File: src/rtl/data_bus_arbiter_pkg.sv
// Shared types and constants for the RAM data-port arbiter.
package arb_pkg;

  typedef enum logic [1:0] {
    IDLE   = 2'd0,
    OWN_M0 = 2'd1,
    OWN_M1 = 2'd2
  } arb_state_e;

  typedef enum logic {
    M0 = 1'b0,
    M1 = 1'b1
  } arb_master_e;

  localparam logic [1:0] SIZE_BYTE = 2'd0;
  localparam logic [1:0] SIZE_HALF = 2'd1;
  localparam logic [1:0] SIZE_WORD = 2'd2;

  localparam int unsigned DEFAULT_MAX_HOLD = 16;

  // Ownership state corresponding to a master.
  function automatic arb_state_e own_state(input arb_master_e m);
    return (m == M0) ? OWN_M0 : OWN_M1;
  endfunction

  // The master that is not m.
  function automatic arb_master_e other_master(input arb_master_e m);
    return (m == M0) ? M1 : M0;
  endfunction

endpackage

File: src/rtl/data_bus_arbiter_hold_counter.sv
// Saturating consecutive-grant counter used to bound starvation.
// Clear and increment in the same cycle yields 1 (restart counting).
module arb_hold_counter #(
  parameter int unsigned MAX_HOLD = 16,
  parameter int unsigned HOLD_W   = 8
) (
  input  logic i_clk,
  input  logic i_rst_n,
  input  logic i_clr,
  input  logic i_inc,
  output logic o_at_limit
);

  localparam logic [HOLD_W-1:0] LIMIT = HOLD_W'(MAX_HOLD);

  logic [HOLD_W-1:0] count_q;
  logic [HOLD_W-1:0] count_d;

  // Next count: optional clear, then saturating increment.
  always_comb begin
    count_d = i_clr ? '0 : count_q;
    if (i_inc && (count_d < LIMIT)) begin
      count_d = count_d + 1'b1;
    end
  end

  // Count register.
  always_ff @(posedge i_clk or negedge i_rst_n) begin
    if (!i_rst_n) begin
      count_q <= '0;
    end else begin
      count_q <= count_d;
    end
  end

  assign o_at_limit = (count_q == LIMIT);

endmodule

File: src/rtl/data_bus_arbiter.sv
// Two-master arbiter for the single synchronous RAM data port.
// M0 = core data port, M1 = UART loader / debug master.
// Optional macro ARB_RR_EN: round-robin on simultaneous requests from IDLE;
// undefined gives fixed M0 priority.
module data_bus_arbiter
  import arb_pkg::*;
#(
  parameter int unsigned XLEN     = 32,
  parameter int unsigned MAX_HOLD = DEFAULT_MAX_HOLD,
  parameter int unsigned HOLD_W   = 8
) (
  input  logic            i_clk,
  input  logic            i_rst_n,
  input  logic            i_m0_req,
  input  logic            i_m0_lock,
  input  logic            i_m0_we,
  input  logic [XLEN-1:0] i_m0_addr,
  input  logic [XLEN-1:0] i_m0_wdata,
  input  logic [1:0]      i_m0_size,
  output logic            o_m0_gnt,
  output logic            o_m0_rvalid,
  output logic [XLEN-1:0] o_m0_rdata,
  input  logic            i_m1_req,
  input  logic            i_m1_lock,
  input  logic            i_m1_we,
  input  logic [XLEN-1:0] i_m1_addr,
  input  logic [XLEN-1:0] i_m1_wdata,
  input  logic [1:0]      i_m1_size,
  output logic            o_m1_gnt,
  output logic            o_m1_rvalid,
  output logic [XLEN-1:0] o_m1_rdata,
  output logic [XLEN-1:0] o_s_addr,
  output logic [XLEN-1:0] o_s_wdata,
  output logic [1:0]      o_s_size,
  output logic            o_s_we,
  input  logic [XLEN-1:0] i_s_rdata
);

  arb_state_e  state_q, state_d;
  arb_master_e owner_q, owner_d;
  arb_master_e rd_owner_q, rd_owner_d;
  logic        rd_pend_q, rd_pend_d;
  logic [XLEN-1:0] m0_rdata_q, m0_rdata_d;
  logic [XLEN-1:0] m1_rdata_q, m1_rdata_d;

`ifdef ARB_RR_EN
  arb_master_e last_q, last_d;
`endif

  logic        gnt_v;
  arb_master_e gnt_m;
  arb_master_e mux_m;
  arb_master_e hold_owner;
  logic        owner_req, owner_lock, other_req;
  logic        hold_other_req;
  logic        owner_change;
  logic        sel_we;
  logic        hold_clr, hold_inc, hold_at_limit;
  logic        m0_rvalid, m1_rvalid;

  arb_hold_counter #(
    .MAX_HOLD (MAX_HOLD),
    .HOLD_W   (HOLD_W)
  ) u_hold (
    .i_clk      (i_clk),
    .i_rst_n    (i_rst_n),
    .i_clr      (hold_clr),
    .i_inc      (hold_inc),
    .o_at_limit (hold_at_limit)
  );

  // Arbitration: grant selection, next state/owner, hold control, read tracking.
  always_comb begin
    state_d    = state_q;
    owner_d    = owner_q;
    rd_owner_d = rd_owner_q;
    rd_pend_d  = 1'b0;
    gnt_v      = 1'b0;
    gnt_m      = M0;
    owner_req  = (owner_q == M0) ? i_m0_req  : i_m1_req;
    owner_lock = (owner_q == M0) ? i_m0_lock : i_m1_lock;
    other_req  = (owner_q == M0) ? i_m1_req  : i_m0_req;

    case (state_q)
      IDLE: begin
        if (i_m0_req && i_m1_req) begin
          gnt_v = 1'b1;
`ifdef ARB_RR_EN
          gnt_m = other_master(last_q);
`else
          gnt_m = M0;
`endif
        end else if (i_m0_req) begin
          gnt_v = 1'b1;
          gnt_m = M0;
        end else if (i_m1_req) begin
          gnt_v = 1'b1;
          gnt_m = M1;
        end
      end
      OWN_M0, OWN_M1: begin
        // Hold limit outranks both the owner's request and its lock.
        if (other_req && hold_at_limit) begin
          gnt_v = 1'b1;
          gnt_m = other_master(owner_q);
        end else if (owner_req) begin
          gnt_v = 1'b1;
          gnt_m = owner_q;
        end else if (owner_lock) begin
          gnt_v = 1'b0;
        end else if (other_req) begin
          gnt_v = 1'b1;
          gnt_m = other_master(owner_q);
        end else begin
          state_d = IDLE;
        end
      end
      default: state_d = IDLE;
    endcase

    if (gnt_v) begin
      state_d = own_state(gnt_m);
      owner_d = gnt_m;
    end

    owner_change = gnt_v && (state_q != own_state(gnt_m));

    // Hold counts grants to the (new) owner while the other side waits.
    hold_owner     = gnt_v ? gnt_m : owner_q;
    hold_other_req = (hold_owner == M0) ? i_m1_req : i_m0_req;
    hold_clr       = owner_change || !hold_other_req || (state_d == IDLE);
    hold_inc       = gnt_v && hold_other_req;

    sel_we = (gnt_m == M0) ? i_m0_we : i_m1_we;
    if (gnt_v && !sel_we) begin
      rd_pend_d  = 1'b1;
      rd_owner_d = gnt_m;
    end
  end

`ifdef ARB_RR_EN
  // Round-robin history: remember the master taking ownership.
  always_comb begin
    last_d = last_q;
    if (owner_change) begin
      last_d = gnt_m;
    end
  end
`endif

  // Slave-side mux and read-return routing.
  always_comb begin
    mux_m       = gnt_v ? gnt_m : owner_q;
    o_s_addr    = (mux_m == M0) ? i_m0_addr  : i_m1_addr;
    o_s_wdata   = (mux_m == M0) ? i_m0_wdata : i_m1_wdata;
    o_s_size    = (mux_m == M0) ? i_m0_size  : i_m1_size;
    o_s_we      = gnt_v && sel_we;
    o_m0_gnt    = gnt_v && (gnt_m == M0);
    o_m1_gnt    = gnt_v && (gnt_m == M1);
    m0_rvalid   = rd_pend_q && (rd_owner_q == M0);
    m1_rvalid   = rd_pend_q && (rd_owner_q == M1);
    o_m0_rvalid = m0_rvalid;
    o_m1_rvalid = m1_rvalid;
    o_m0_rdata  = m0_rvalid ? i_s_rdata : m0_rdata_q;
    o_m1_rdata  = m1_rvalid ? i_s_rdata : m1_rdata_q;
    m0_rdata_d  = o_m0_rdata;
    m1_rdata_d  = o_m1_rdata;
  end

  // State, ownership, pending-read and held read-data registers.
  always_ff @(posedge i_clk or negedge i_rst_n) begin
    if (!i_rst_n) begin
      state_q    <= IDLE;
      owner_q    <= M0;
      rd_owner_q <= M0;
      rd_pend_q  <= 1'b0;
      m0_rdata_q <= '0;
      m1_rdata_q <= '0;
    end else begin
      state_q    <= state_d;
      owner_q    <= owner_d;
      rd_owner_q <= rd_owner_d;
      rd_pend_q  <= rd_pend_d;
      m0_rdata_q <= m0_rdata_d;
      m1_rdata_q <= m1_rdata_d;
    end
  end

`ifdef ARB_RR_EN
  // Round-robin history register.
  always_ff @(posedge i_clk or negedge i_rst_n) begin
    if (!i_rst_n) begin
      last_q <= M1;
    end else begin
      last_q <= last_d;
    end
  end
`endif

endmodule

File: config.mk
export PLATFORM = sky130hd
export DESIGN_NAME = data_bus_arbiter
export DESIGN_NICKNAME = d
export VERILOG_FILES = /design/src/rtl/data_bus_arbiter_pkg.sv /design/src/rtl/data_bus_arbiter_hold_counter.sv /design/src/rtl/data_bus_arbiter.sv
export SDC_FILE = /design/constraint.sdc
export NUM_CORES = 1
export LEC_CHECK = 0
export CAP_MARGIN = 15
export CORE_ASPECT_RATIO = 0.9
export CORE_MARGIN = 5
export CORE_UTILIZATION = 31
export DETAILED_ROUTE_END_ITERATION = 6
export PLACE_DENSITY = 0.82
export SLEW_MARGIN = 30
export SYNTH_ARGS = -nofsm -noshare
export SYNTH_HDL_FRONTEND = slang
export SYNTH_SLANG_ARGS = --single-unit
File: constraint.sdc
create_clock -name i_clk -period 3.13 [get_ports i_clk]
set_input_delay 0.626 -clock i_clk [delete_from_list [all_inputs] [get_ports i_clk]]
set_output_delay 0.626 -clock i_clk [all_outputs]
set_load 0.01 [all_outputs]
# After elaboration in Yosys (flattened, before gate mapping)
# Cells that the tools add are included.
# Widths: inputs -> output; s select.
[op_classes]
mux = 37
addsub = 1
eq_ne = 4
reduce_logical = 18
n_lt_le_gt_ge = 1
bitwise_logic = 2
[ops]
columns = ["operator", "n"]
rows = [
  ["$mux 32", 4],
  ["$mux 1", 21],
  ["$mux 8", 2],
  ["$mux 2", 7],
  ["$logic_and 1x1->1", 11],
  ["$add 8x1->8 const B", 1],
  ["$eq 8x5->1 const B", 1],
  ["$lt 8x5->1 const B", 1],
  ["$logic_not 2->1", 2],
  ["$pmux 1 s2", 2],
  ["$pmux 2 s2", 1],
  ["$eq 2x1->1 const B", 1],
  ["$eq 2x2->1 const B", 1],
  ["$logic_not 1->1", 2],
  ["$logic_or 1x1->1", 2],
  ["$ne 2x2->1", 1],
  ["$not 1->1", 2],
  ["$reduce_or 2->1", 1],
]
[word_totals]
register_bits = 77
output_inout_bits = 135
inputBits = 172

# Logic depth before layout (Yosys ltp)
[depth]
word_depth = 15
depth_mapped = 12

# Cells and area by module
# Synthesis repeated with hierarchy kept, for this count alone.
[hier_totals]
cells_unflattened = 305
hier_area_um2 = 4162.7
[modules_own_cells]
columns = ["mod", "n_inst", "cells_each", "seq_area_each_um2", "area_each_um2"]
rows = [
  ["data_bus_arbiter", 1, 264, 1726.7, 3768.6],
  ["arb_hold_counter", 1, 41, 200.2, 394.1],
]

# Worst setup path before layout
# OpenSTA, ideal clock, no wires.
[synth_path]
path_kind = "in2out"
from = "input port i_m0_req"
to = "output port o_s_wdata[10]"
arrival_ps = 2860
path_stages = 9
path_slack_ps = -356
path_cell_list = "clkbuf_1 -> mux2_2 -> or4b_4 -> and2_4 -> nor4_4 -> o21bai_2 -> buf_6 -> buf_8 -> mux2_1"
[synth_via]
elab_chain_cells = 8
[synth_rtl]
columns = ["element", "line_no", "text"]
rows = [
  ["start: declaration", "data_bus_arbiter.sv:14", "input logic i_m0_req,"],
  ["$mux 1", "data_bus_arbiter.sv:82", "other_req = (owner_q == M0) ? i_m1_req : i_m0_req;"],
  ["$mux 1", "data_bus_arbiter.sv:111", "end else if (other_req) begin"],
  ["$mux 1", "data_bus_arbiter.sv:109", "end else if (owner_lock) begin"],
  ["$mux 1", "data_bus_arbiter.sv:106", "end else if (owner_req) begin"],
  ["$mux 1", "data_bus_arbiter.sv:103", "if (other_req && hold_at_limit) begin"],
  ["$pmux 1 s2", "data_bus_arbiter.sv:84", "case (state_q)"],
  ["$mux 1 (*)", "-", ""],
  ["$mux 32 (*)", "data_bus_arbiter.sv:155", "o_s_wdata = (mux_m == M0) ? i_m0_wdata : i_m1_wdata;"],
  ["end: declaration", "data_bus_arbiter.sv:33", "output logic [XLEN-1:0] o_s_wdata,"],
]
# Mark *: on every way between the ends. The rest lies on a longest branch, timed or not.

# Worst setup path in the final report
[layout_path]
from = "register u_hold.count_q[5]"
to = "output port o_s_wdata[26]"
[layout_via]
elab_chain_cells = 6
[layout_rtl]
columns = ["element", "line_no", "text"]
rows = [
  ["start: declaration", "data_bus_arbiter_hold_counter.sv:16", "logic [HOLD_W-1:0] count_q;"],
  ["start signal: assignment", "data_bus_arbiter_hold_counter.sv:32", "count_q <= count_d;"],
  ["$eq 8x5->1 (*)", "data_bus_arbiter_hold_counter.sv:36", "assign o_at_limit = (count_q == LIMIT);"],
  ["$logic_and 1x1->1 (*)", "data_bus_arbiter.sv:103", ""],
  ["$mux 1", "data_bus_arbiter.sv:103", ""],
  ["$pmux 1 s2", "data_bus_arbiter.sv:84", ""],
  ["$mux 1 (*)", "-", ""],
  ["$mux 32 (*)", "data_bus_arbiter.sv:155", ""],
]
# Marked as above.

==> flow_summary.toml <==
[synthesis]
synth_cell_types = 53
synth-edff-count = 0
synth_sequential_area_ratio_pct = 46.3
dominantRegCellSynth = "dfrtp_1"
postSynthRegisterBits = 77
syn_inst = 321
synth_async_sr_flop_share_pct = 100
syn-num-nets = 496
syn_area_per_cell_um2 = 13.0
synthesis.yosys.warnings = 0
netlist_area_mm2 = 0.00416

[worst_setup_path]
reg2reg_slack_ns = -0.08
worst_setup_path_start_kind = "flip-flop"
cp_top_family = "simple AND/OR/NAND/NOR gates"
worst_setup_path_end_kind = "output port"
path_common_cell = "buf_12"
worst-endpoint-required_ns = 2.50
timing.rr.start = "u_hold.count_q[5]$_DFF_PN0_"
worst-r2r-cell-count = 11
r2r_end = "u_hold.count_q[2]$_DFF_PN0_"
worstPathBufferInverterCount = 4
crit_type = "flip-flop to output port"
cpPeakStageDelay_ns = 0.57
crit_slowest_cell = "or4_4"
critical_path_peak_fanout = 9
cp.arrival_ns = 3.21
crit_path_cell_trace = "or4_4 -> or4b_4 -> and2_4 -> nor4_4 -> o21bai_4 -> buf_12 -> buf_12 -> buf_4 -> mux2_4 -> buf_2"

[placed_design]
post-place-ws_ns = -0.939
port_buffer_cells = 306
post-dp-hpwl_um = 14600
place.gp.congestion = 0.953

[sta]
finalHoldViolations = 0
slew-limit-headroom_pct = 35.8
rsz0062_at_grt = "yes"
clock-skew-final_ns = 0.00684
max_freq_mhz = 261
fin_ws_ns = -0.704
measured_slew_at_the_worst_slew_check_pin_ns = 0.955
timing.final.crit_share_pct = 122
period_minus_slack_ns = 3.83
setup_viol = 67
drv_slew = 0

[run_status]
violations_in_the_final_reports = "setup timing"
run_status = "complete, but fails checks"

[power_and_ir_drop]
power.ir.vdd_worst_mv = 0.646
design_power_total_w = 0.0107
cellPowerDensity_mw_per_mm2 = 1200
total_leakage_power_nw = 4.00

[route]
detailed_router_s_first_iteration_violation_count = 149
vias = 4389
detail_route.wl_per_cell_um = 21.9
detail_route.vias_per_cell = 4.95
post-route-drc-count = 0
wl_um = 19400
drtPass1Iterations = 4
ant_nets = 0

[die]
core_area_mm2 = 0.0133
die_height_um = 120
fp-row-count = 40
start_util_pct = 31.4
fp.dieArea_mm2 = 0.0158
io_pins = 307
die_width_um = 132

[layout]
final_layout_size_suffix_gt1_share_pct = 45.5
fill_cell_instance_count_of_the_final_layout = 945
antenna_cells_inserted = 0
areaGrowthSynthToFinish_pct = 115
nNetsFinal = 888

[global_route]
grt_use_total_pct = 22.5
initial_antenna_violation_count = 7
wire_length_of_the_first_global_routing_pass_um = 27700
globalRoute.totalOverflow = 0
maximum_number_of_pins_on_one_net_before_global_route_repair = 78
first_global_vias = 4809

[clock_tree]
clock_latency_ns = 0.33
cts.reportedPaths.clkPinSlew_ns = 0.06
clock_tree.htree_level_count = 3
cts_tree = "yes"
cts_buffer_depth = 2
cts_made_buffers = 9
cts_sink_cnt = 77
cts-hold-fix-buffers = 0
cts_root_buffer = "clkbuf_16"

[flow_run]
timing.max_cap.violations = 0

[min_path]
holdCritPathClass = "input port to async pin"
cells in the mapped netlist, drive strengths merged, types with 2 or more instances:
cell type | instances | area share [%]
a21o | 2 | 0.36
a21oi | 6 | 0.81
and2 | 3 | 0.51
buf | 15 | 2.7
dfrtp | 77 | 46
ha | 3 | 0.90
inv | 16 | 1.4
mux2 | 131 | 35
nand2 | 5 | 0.45
nand2b | 2 | 0.30
nor2 | 10 | 0.90
nor3 | 10 | 1.2
nor4 | 2 | 0.66
o211ai | 5 | 0.90
o311ai | 2 | 0.42
o31ai | 3 | 0.54
o32ai | 2 | 0.60
or4 | 2 | 0.36
or4b | 2 | 0.57
worst max-delay path by stage:
stage                           startpoint       endpoint  slack, ns  cells after the start
3_5_place_dp                      i_m0_req    o_s_addr[0]      -0.94                      9
3_3_place_gp                      i_m0_req    o_s_addr[0]      -0.91                      9
5_1_grt        u_hold.count_q[5]$_DFF_PN0_  o_s_wdata[26]      -0.78                     10
6_report       u_hold.count_q[5]$_DFF_PN0_  o_s_wdata[26]      -0.70                     10
2_1_floorplan  u_hold.count_q[2]$_DFF_PN0_  o_s_wdata[10]      -0.22                      8
4_1_cts        u_hold.count_q[1]$_DFF_PN0_   o_s_wdata[1]      -0.76                      9
sequential cells by signal (all words and copies together), names as in the netlist:
register	cells
m0_rdata_q	32
m1_rdata_q	32
u_hold.count_q	8
state_q	2
owner_q	1
rd_owner_q	1
rd_pend_q	1
what timing repair did:
action | in CTS | in global routing
resized for setup | 356 | 71
pin swaps | 8 | 16
setup buffers | 35 | 19
setup endpoints to repair | 72 | 79
gates cloned | 3 | 1
kinds of logic after synthesis:
| kind of cell | Yosys count | synth area share, % |
|---|---|---|
| compound gates | 34 | 6.65 |
| xor+xnor | 1 | 0.211 |
| fa+ha+maj | 3 | 0.902 |
| buf+inv | 32 | 4.21 |
| flops | 77 | 46.3 |
| mux | 132 | 35.7 |
| simple gates | 42 | 6.02 |
placed cells by master (no fill, tap or decap), types with 5 or more instances in the layout:
cell type and n:
buf_12 6, buf_4 61, buf_6 74, clkbuf_16 10, clkdlybuf4s50_1 233, dfrtp_1 77
dlygate4sd2_1 14, inv_1 16, mux2_2 78, mux2_4 53, nor2_1 6, nor3_1 6
o211ai_1 5
where the power goes:
group	internal (W)	total [W]	switching, W
logic	0.00488	0.00805	0.00317
clock network	0.000698	0.00110	0.000399
registers	0.00146	0.00158	0.000125
per-stage QoR:
stage	instance area, um^2	instances	TNS [ns]	hold WS, ns	util [%]
after floorplan	4180	321	-10.44	0.330	-
after global placement	7740	826	-57.85	0.476	58.4
after detailed placement	7740	826	-60.87	0.483	58.4
after CTS	8720	880	-45.05	0.476	65.8
after global routing	8960	886	-48.95	0.380	67.6
final	8960	886	-42.88	0.316	67.6
routing by layer:
metal | global-route usage [%] | vias to the layer above | part of all wire [%]
met4 | 6.94 | 14 | 2.3
met3 | 9.35 | 42 | 9.1
li1 | - | 1964 | -
met1 | 23.2 | 2150 | 35
met5 | 0 | - | 0.59
met2 | 41.5 | 219 | 53
area by class of cell:
cell class	count	area, um^2	area share (%)
Clock inverter	6	86.3	0.963
Inverter	16	60.1	0.670
Tap cell	168	210	2.35
Timing Repair Buffer	397	4000	44.7
Sequential cell	77	1930	21.5
Multi-Input combinational cell	212	2450	27.3
Clock buffer	10	229	2.55
(Power assumes the default switching activity.)
